==> config.mk <==
export PLATFORM = sky130hd
export DESIGN_NAME = imem_loader
export DESIGN_NICKNAME = d
export VERILOG_FILES = /design/src/rtl/imem_loader.sv
export SDC_FILE = /design/constraint.sdc
export NUM_CORES = 1
export LEC_CHECK = 0
export ABC_CLOCK_PERIOD_IN_PS = 2720
export CAP_MARGIN = 20
export CORE_MARGIN = 5
export CORE_UTILIZATION = 40
export CTS_CLUSTER_SIZE = 25
export DETAILED_ROUTE_END_ITERATION = 6
export PLACE_DENSITY = 0.61
export SETUP_SLACK_MARGIN = 0.4
export SYNTH_ARGS = -nofsm -noshare
export SYNTH_HDL_FRONTEND = slang
export SYNTH_SLANG_ARGS = --single-unit
==> constraint.sdc <==
create_clock -name clk -period 2.72 [get_ports clk]
set_input_delay 0.544 -clock clk [delete_from_list [all_inputs] [get_ports clk]]
set_output_delay 0.544 -clock clk [all_outputs]
set_load 0.005 [all_outputs]
==> src/rtl/imem_loader.sv <==
// rtl/imem_loader.sv - assembles a little-endian byte stream into instruction-memory writes
// Optional trailer checksum enabled by defining IMEM_LOADER_CHECKSUM_EN.
module imem_loader #(
    parameter int DEPTH  = 32,
    parameter int ADDR_W = 5
) (
    input  logic              clk,
    input  logic              rst,
    input  logic              start,
    input  logic [7:0]        in_data,
    input  logic              in_valid,
    output logic              in_ready,
    output logic              imem_we,
    output logic [ADDR_W-1:0] imem_waddr,
    output logic [31:0]       imem_wdata,
    output logic              cpu_hold,
    output logic              busy,
    output logic              done,
    output logic              err,
    output logic [ADDR_W:0]   words_loaded
);
    typedef enum logic [2:0] {
        S_IDLE  = 3'd0,
        S_HDR   = 3'd1,
        S_DATA  = 3'd2,
        S_WRITE = 3'd3,
        S_FIN   = 3'd4,
`ifdef IMEM_LOADER_CHECKSUM_EN
        S_CSUM  = 3'd5,
`endif
        S_DONE  = 3'd6
    } state_t;

    localparam logic [31:0]     DEPTH_W = 32'(DEPTH);
    localparam logic [ADDR_W:0] WL_MAX  = (ADDR_W + 1)'(DEPTH);

    state_t              state_q, state_d;
    logic [1:0]          byte_cnt_q, byte_cnt_d;
    logic [23:0]         shreg_q, shreg_d;
    logic [31:0]         n_q, n_d;
    logic [31:0]         rx_cnt_q, rx_cnt_d;
    logic                in_ready_q, in_ready_d;
    logic                imem_we_q, imem_we_d;
    logic [ADDR_W-1:0]   imem_waddr_q, imem_waddr_d;
    logic [31:0]         imem_wdata_q, imem_wdata_d;
    logic                busy_q, busy_d;
    logic                done_q, done_d;
    logic                err_q, err_d;
    logic [ADDR_W:0]     words_loaded_q, words_loaded_d;
`ifdef IMEM_LOADER_CHECKSUM_EN
    logic [31:0]         csum_q, csum_d;
`endif

    logic        fire;
    logic        last_byte;
    logic [31:0] word;

    always_comb begin
        state_d        = state_q;
        byte_cnt_d     = byte_cnt_q;
        shreg_d        = shreg_q;
        n_d            = n_q;
        rx_cnt_d       = rx_cnt_q;
        imem_we_d      = 1'b0;
        imem_waddr_d   = imem_waddr_q;
        imem_wdata_d   = imem_wdata_q;
        done_d         = done_q;
        err_d          = err_q;
        words_loaded_d = words_loaded_q;
`ifdef IMEM_LOADER_CHECKSUM_EN
        csum_d         = csum_q;
`endif
        fire      = in_valid && in_ready_q;
        last_byte = fire && (byte_cnt_q == 2'd3);
        // The 4th byte goes straight into the word; only bytes 0..2 are buffered.
        word      = {in_data, shreg_q};

        if (fire) begin
            byte_cnt_d = byte_cnt_q + 2'd1;
            case (byte_cnt_q)
                2'd0:    shreg_d[7:0]   = in_data;
                2'd1:    shreg_d[15:8]  = in_data;
                2'd2:    shreg_d[23:16] = in_data;
                default: shreg_d        = shreg_q;
            endcase
        end

        case (state_q)
            S_IDLE, S_DONE: begin
                if (start) begin
                    state_d        = S_HDR;
                    byte_cnt_d     = 2'd0;
                    rx_cnt_d       = 32'd0;
                    done_d         = 1'b0;
                    err_d          = 1'b0;
                    words_loaded_d = '0;
`ifdef IMEM_LOADER_CHECKSUM_EN
                    csum_d         = 32'd0;
`endif
                end
            end
            S_HDR: begin
                if (last_byte) begin
                    n_d        = word;
                    byte_cnt_d = 2'd0;
                    if (word > DEPTH_W) err_d = 1'b1;
                    state_d = (word == 32'd0) ? S_FIN : S_DATA;
                end
            end
            S_DATA: begin
                if (last_byte) begin
                    state_d  = S_WRITE;
                    rx_cnt_d = rx_cnt_q + 32'd1;
`ifdef IMEM_LOADER_CHECKSUM_EN
                    csum_d   = csum_q + word;
`endif
                    // Overflow words are consumed but never written, so no wrap to word 0.
                    if (rx_cnt_q < DEPTH_W) begin
                        imem_we_d    = 1'b1;
                        imem_waddr_d = rx_cnt_q[ADDR_W-1:0];
                        imem_wdata_d = word;
                        if (words_loaded_q != WL_MAX)
                            words_loaded_d = words_loaded_q + (ADDR_W + 1)'(1);
                    end
                end
            end
            S_WRITE: begin
                byte_cnt_d = 2'd0;
                state_d    = (rx_cnt_q < n_q) ? S_DATA : S_FIN;
            end
            S_FIN: begin
`ifdef IMEM_LOADER_CHECKSUM_EN
                state_d    = S_CSUM;
                byte_cnt_d = 2'd0;
`else
                state_d    = S_DONE;
                done_d     = 1'b1;
`endif
            end
`ifdef IMEM_LOADER_CHECKSUM_EN
            S_CSUM: begin
                if (last_byte) begin
                    if (word != csum_q) err_d = 1'b1;
                    done_d  = 1'b1;
                    state_d = S_DONE;
                end
            end
`endif
            default: state_d = S_IDLE;
        endcase

        in_ready_d = (state_d == S_HDR) || (state_d == S_DATA)
`ifdef IMEM_LOADER_CHECKSUM_EN
                     || (state_d == S_CSUM)
`endif
                     ;
        busy_d = (state_d != S_IDLE) && (state_d != S_DONE);
    end

    always_ff @(posedge clk) begin
        if (rst) begin
            state_q        <= S_IDLE;
            byte_cnt_q     <= 2'd0;
            shreg_q        <= 24'd0;
            n_q            <= 32'd0;
            rx_cnt_q       <= 32'd0;
            in_ready_q     <= 1'b0;
            imem_we_q      <= 1'b0;
            imem_waddr_q   <= '0;
            imem_wdata_q   <= 32'd0;
            busy_q         <= 1'b0;
            done_q         <= 1'b0;
            err_q          <= 1'b0;
            words_loaded_q <= '0;
`ifdef IMEM_LOADER_CHECKSUM_EN
            csum_q         <= 32'd0;
`endif
        end else begin
            state_q        <= state_d;
            byte_cnt_q     <= byte_cnt_d;
            shreg_q        <= shreg_d;
            n_q            <= n_d;
            rx_cnt_q       <= rx_cnt_d;
            in_ready_q     <= in_ready_d;
            imem_we_q      <= imem_we_d;
            imem_waddr_q   <= imem_waddr_d;
            imem_wdata_q   <= imem_wdata_d;
            busy_q         <= busy_d;
            done_q         <= done_d;
            err_q          <= err_d;
            words_loaded_q <= words_loaded_d;
`ifdef IMEM_LOADER_CHECKSUM_EN
            csum_q         <= csum_d;
`endif
        end
    end

    assign in_ready     = in_ready_q;
    assign imem_we      = imem_we_q;
    assign imem_waddr   = imem_waddr_q;
    assign imem_wdata   = imem_wdata_q;
    assign cpu_hold     = busy_q;
    assign busy         = busy_q;
    assign done         = done_q;
    assign err          = err_q;
    assign words_loaded = words_loaded_q;
endmodule
==> results of run 1 <==
## worst max-delay path by stage
| stage | cells after the start | end | slack [ps] |
|---|---|---|---|
| after CTS | 7 | words_loaded[3] | 350 |
| after global routing | 7 | in_ready | 330 |
| final | 7 | state_q[1] | 450 |
| after floorplan | 9 | rx_cnt_q[29] | 400 |
| after global placement | 8 | rx_cnt_q[29] | -70 |
| after detailed placement | 8 | rx_cnt_q[29] | -110 |
## power by group through the flow
stage | Combinational, mW | Sequential [mW] | Clock (mW)
2_1_floorplan | 0.0904 | 2.13 | 0
4_1_cts | 0.177 | 2.09 | 2.32
3_5_place_dp | 0.174 | 2.13 | 0
6_report | 0.178 | 2.09 | 2.29
3_3_place_gp | 0.175 | 2.13 | 0
5_1_grt | 0.192 | 2.09 | 2.43
## per-stage QoR
step | utilization [%] | std cells | power, mW
6_report | 52.4 | 1119 | 4.56
5_1_grt | 52.4 | 1119 | 4.71
4_1_cts | 51.8 | 1118 | 4.59
3_5_place_dp | 47.4 | 1079 | 2.31
3_3_place_gp | 47.4 | 1079 | 2.31
2_1_floorplan | - | 803 | 2.22
## worst max-delay path, cell delays in order (launching register included)
cell	delay (ps)
dfxtp_1	390
ha_1	360
nand4_1	140
nor3_2	250
or4b_4	540
a31oi_4	220
or3_1	170
a21oi_1	70
## cells by family after synthesis
logic type	Yosys count
muxes	25
buffers and inverters	83
xor gates and xnor gates	23
DFF	141
adders and majority gates	38
and+or+nand+nor	347
AOI/OAI and AO/OA	146
## per-layer routing
layer	track usage, %	share of wire [%]	up-vias
met4	5.32	1.1	0
li1	-	-	2910
met2	32.0	47	101
met1	27.3	48	2640
met5	0	0	-
met3	4.46	3.9	12
## Yosys cell counts (2+ instances only)
master / instances / area share (%)
a221oi_1: 2 / 0.27
nor3_2: 3 / 0.46
and4_1: 3 / 0.40
or4_1: 3 / 0.35
nor3_1: 6 / 0.46
dfxtp_1: 141 / 43
xor2_1: 14 / 1.9
a211oi_1: 2 / 0.23
clkbuf_1: 32 / 1.8
a22oi_1: 2 / 0.23
buf_4: 2 / 0.23
o21ai_0: 14 / 1.1
buf_2: 4 / 0.31
o31ai_1: 2 / 0.23
or3_1: 12 / 1.2
a31oi_1: 2 / 0.19
nor2b_1: 5 / 0.48
xnor2_1: 9 / 1.2
nand2_1: 174 / 10
inv_1: 43 / 2.5
mux2i_1: 25 / 3.8
nand3_1: 22 / 1.7
nor4_1: 16 / 1.5
nand2b_1: 6 / 0.58
o21ai_1: 4 / 0.31
buf_1: 2 / 0.12
a21o_1: 3 / 0.35
and3_1: 7 / 0.67
nor2_1: 67 / 3.9
nand4_1: 14 / 1.3
nor4_4: 3 / 0.98
ha_1: 38 / 7.3
a21oi_1: 106 / 8.2
## cell usage in the layout (no fill, tap or decap), types with 3 or more instances in the layout
master	count
a21o_1	3
a21oi_1	105
and3_1	7
and4_1	3
buf_12	4
buf_4	44
clkbuf_16	17
clkdlybuf4s50_1	57
clkinv_4	3
dfxtp_1	133
dfxtp_2	8
ha_1	37
inv_1	42
inv_6	3
mux2i_1	25
nand2_1	174
nand2b_1	6
nand3_1	21
nand4_1	14
nor2_1	67
nor2b_1	5
nor3_1	5
nor3_2	4
nor4_1	11
nor4_2	3
nor4_4	6
o21ai_0	14
o21ai_1	4
or3_1	11
or4b_4	3
xnor2_1	9
xor2_1	14
## sequential cells by signal (all words and copies together) (netlist names)
| signal | cells |
|---|---|
| words_loaded | 6 |
| done | 1 |
| err | 1 |
| n_q | 32 |
| imem_waddr | 5 |
| imem_wdata | 32 |
| in_ready | 1 |
| state_q | 3 |
| busy | 1 |
| byte_cnt_q | 2 |
| rx_cnt_q | 32 |
| shreg_q | 24 |
| imem_we | 1 |
## cell type report
type,instances,area [um2],area share [%]
Clock buffer,19,443,5.30
Inverter,43,161,1.93
Sequential cell,141,2830,33.9
Tap cell,216,270,3.23
Clock inverter,12,138,1.65
Timing Repair Buffer,108,1010,12.1
Multi-Input combinational cell,580,3500,41.9
## what timing repair did
item | in CTS | in global routing
buffers inserted | 7 | 1
endpoints found under the setup margin | 17 | 20
pin swaps | 7 | 10
cloned | 1 | 0
resized for setup | 16 | 18
==> flow_summary.ini, run 1 <==
[setup_path]
arrival_ps = 2550
crit_path_end_kind = register
rr_worst_depth = 7
r2r_setup_slack_ps = 450
reg2reg_from = rx_cnt_q[14]
cp_data_required_time_ps = 3000
cp_max_fo = 5
r2r_end = state_q[1]
cp-startpoint = rx_cnt_q[14]
worstSetupStartpointType = register
path_class = reg2reg

[sta]
worst_slack_ps = 448
setup_tns_ps = 0
finalHoldViolCount = 0
slew_headroom_pct = 60.8
rsz0062_at_grt = true
finClkSkew_ps = 9.28
drv_slew = 0
hold_slack_ps = 453
finalSetupViolCount = 0
max_freq_ghz = 0.440
min_period_ps = 2270
tightestPinTransition_ps = 586
fin_crit_sh_pct = 83.5

[placed_design]
placed_cell_area_um2 = 7560
dpl_worst_slack_ps = -114
place.detailed.hpwl_um = 12500
gp_congestion = 0.845
io_buffer_count = 60

[cts]
numCtsBuffers = 17
cts_tree = done
clock-root-buffer = clkbuf_16
numClockSinks = 141
clock_path_buffers = 2
clkLatencyLatePin_ps = 410
cts.clk_slew.worst_paths_ps = 60
cts.htree.levels = 4
ctsHoldBuffers = 0

[synthesis]
syn_nets = 853
yosys_warnings = 0
synth_xor_area_share_pct = 3.10
synth_edf_count = 0
synth_compound_area_share_pct = 12.3
ys_ff_latch = 141
synth_top_flop_cell = dfxtp_1
syn_area_per_cell_um2 = 8.10
synthSimpleGateAreaFrac_pct = 25.0
synth_top_family_by_area = simple AND/OR/NAND/NOR gates
synthMuxAreaShare_pct = 3.85
syn_inst = 803
synth_cell_types = 48
yosysSeqAreaShare_pct = 43.4
synthesis.area_um2 = 6500
synthAdderAreaFrac_pct = 7.31
async_reset_ff_share_pct = 0

[run_status]
outcome = completed

[power]
power_density_nw_per_um2 = 545
pwr-share-comb_pct = 3.9
ir_worst_vdd_mv = 0.442
p_sw_mw = 1.03
p_sw_share_pct = 22.7
pwr-share-clk_pct = 50.3
seq_power_share_pct = 45.8
cellLeakagePower_nw = 3.19
internal-power_mw = 3.52

[cells_and_area]
fin_nets = 941
drive_above_1_share_pct = 12.6
finalInstanceArea_um2 = 8350
area_delta_synth_final_pct = 28.5
diodes = 0
fill_cells = 1517

[routing]
wl_um = 17800
via_per_inst = 5.06
first_iter_violations = 496
num_vias = 5663
drc_errors = 0
wl_per_cell_um = 15.9
antenna_left = 0
firstDrtPassIters = 5

[floorplanning]
ioPinCount = 61
fp-row-count = 46
die_w_um = 137
start_util_pct = 40.8
coreArea_um2 = 15900
dieArea_um2 = 18900
die_h_um = 137

[grt]
antenna_found_initial = 0
grt-ovfl-total = 0
grt_max_degree = 42
grtUsageTotal_pct = 20.0
grt_pass1_wl_um = 29700
grt_pass1_vias = 5660

[min_path]
hold_path_class = reg2reg
holdPathStages = 2
min_to = n_q[3]
worstHoldStart = n_q[3]

[flow_run]
drv_cap = 0
(Power assumes the default switching activity.)
==> run 2: changes to the inputs <==
Settings changed: ABC_CLOCK_PERIOD_IN_PS 2720 to 2300.
Clock period 2.72 ns to 2.3 ns, I/O delays scaled along.
==> run 2 against run 1 <==
  * Non-clock buffer count up 46
  * Sequential cell count did not move
  * Clock power increased by 29%
  * First-iteration DRC count fell by 11%
  * Clock skew down 1.7 ps
==> flow_summary.ini, run 2 (synthesized netlist as in run 1, its figures left out) <==
[placed_design]
gp_congestion = 0.877
place.detailed.hpwl_um = 12900
placed_cells = 1107
io_buffer_count = 60

[cts]
numCtsBuffers = 17
cts.htree.levels = 4
clock-root-buffer = clkbuf_16
ctsHoldBuffers = 0
clkLatencyLatePin_ps = 430
cts.clk_slew.worst_paths_ps = 60
numClockSinks = 141
cts_tree = done
clock_path_buffers = 2

[flow_run]
drv_cap = 0

[grt]
antenna_found_initial = 0
grt_pass1_wl_um = 30300
grtUsageTotal_pct = 20.8
grt_pass1_vias = 5824
grt-ovfl-total = 0
grt_max_degree = 42

[run_status]
outcome = completed

[power]
cellLeakagePower_nw = 4.13
power_mw = 5.69
ir_worst_vdd_mv = 0.577
power_density_nw_per_um2 = 585

[sta]
finClkSkew_ps = 7.61
finalSetupViolCount = 0
min_period_ps = 2260
tightestPinTransition_ps = 563
finalHoldViolCount = 0
drv_slew = 0
rsz0062_at_grt = true
fin_crit_sh_pct = 98.4
setup_tns_ps = 0
max_freq_ghz = 0.442
slew_headroom_pct = 62.5

[cells_and_area]
multi_input_area_um2 = 4200
fin_nets = 987
regArea_um2 = 2860
fill_cells = 1359
fin_util_pct = 61.0
area_delta_synth_final_pct = 49.6
stdcell_count = 1166
final_common_cell = nand2_1
diodes = 0
final_cell_mix = nand2_1 (124), dfxtp_1 (117), nor2_1 (65), a21oi_1 (62), buf_4 (62)
drive_above_1_share_pct = 31.4

[routing]
antenna_left = 0
via_per_inst = 5.28
firstDrtPassIters = 5
num_vias = 6156
wl_per_cell_um = 17.5
first_iter_violations = 439
drc_errors = 0
wl_um = 20400

[setup_path]
max_stage_delay_ps = 520
cp_cell_sequence = ha_4, nand4b_1, a221o_1, buf_4, or4b_4, or3_1, a21oi_1
path_class = reg2reg
arrival_ps = 2610
cp_max_fo = 5
crit_path_end_kind = register
worstSetupStartpointType = register
cp_data_required_time_ps = 2650
critical-path-slowest-cell = or4b_4

[floorplanning]
dieArea_um2 = 18900
start_util_pct = 40.8
ioPinCount = 61
fp-row-count = 46
die_w_um = 137
die_h_um = 137
coreArea_um2 = 15900

[min_path]
hold_path_class = reg2reg
[run 2: cell count changes in the layout (fill, tap and decap cells not counted), moves of 5 or more]
| cell | delta |
|---|---|
| ha_4 | +6 |
| dfxtp_2 | +12 |
| dfxtp_1 | -16 |
| ha_1 | -6 |
| buf_6 | +16 |
| buf_4 | +18 |
| a21oi_1 | -43 |
| nand2_4 | +40 |
| a21oi_2 | +41 |
| nand2_2 | +10 |
| clkbuf_16 | +6 |
| nand2_1 | -50 |
| nand3_1 | -5 |
[run 2: path summary, 6_finish.rpt]
kind | startpoint | endpoint | slack [ps] | depth (start not counted)
hold / removal | n_q[15] | n_q[15] | 450 | 2
setup / recovery | byte_cnt_q[0] | rx_cnt_q[19] | 40 | 7
hold reg to reg | n_q[15] | n_q[15] | 450 | 2
setup reg to reg | byte_cnt_q[0] | rx_cnt_q[19] | 40 | 7
[run 2: report_power, final]
part,internal (mW),switching (mW)
sequential,2.45,0.0153
clock,1.89,1.06
combinational,0.107,0.161
total,4.45,1.23
[run 2: per-layer routing]
metal	GRT usage (%)	wire [um]	vias to the layer above	share of wire, %
met5	0	0	-	0
met4	8.31	394	0	1.9
met3	4.05	1100	32	5.4
met2	33.6	9740	160	48
met1	27.3	9200	2955	45
li1	-	-	3009	-
[run 2: timing repair]
action / in CTS / in global routing
gates resized for setup: 70 / 171
setup endpoints to repair: 71 / 77
setup buffers: 6 / 10
gates cloned: 3 / 8
pin swaps: 28 / 80
[run 2: layout make-up]
| class | instances | area share (%) |
|---|---|---|
| Clock buffer | 21 | 4.84 |
| Timing Repair Buffer | 154 | 16.4 |
| Inverter | 43 | 1.66 |
| Tap cell | 216 | 2.78 |
| Multi-Input combinational cell | 580 | 43.2 |
| Clock inverter | 11 | 1.69 |
| Sequential cell | 141 | 29.4 |
[run 2: per-stage QoR]
stage	hold slack [ps]	area, um2	setup WS [ps]
after floorplan	436	6590	64.8
after global placement	442	7820	-432
after detailed placement	446	7820	-468
after CTS	454	8830	37.5
after global routing	471	9720	-32.2
final	453	9720	36.5
[run 2: worst max-delay path, delay by kind of cell (launching register included)]
kind	cells	cell delay [ps]
flip-flops	1	350
AO/OA/AOI/OAI	2	540
buffers and inverters	1	170
AND/OR/NAND/NOR	3	980
adder cells (fa/ha/maj)	1	140
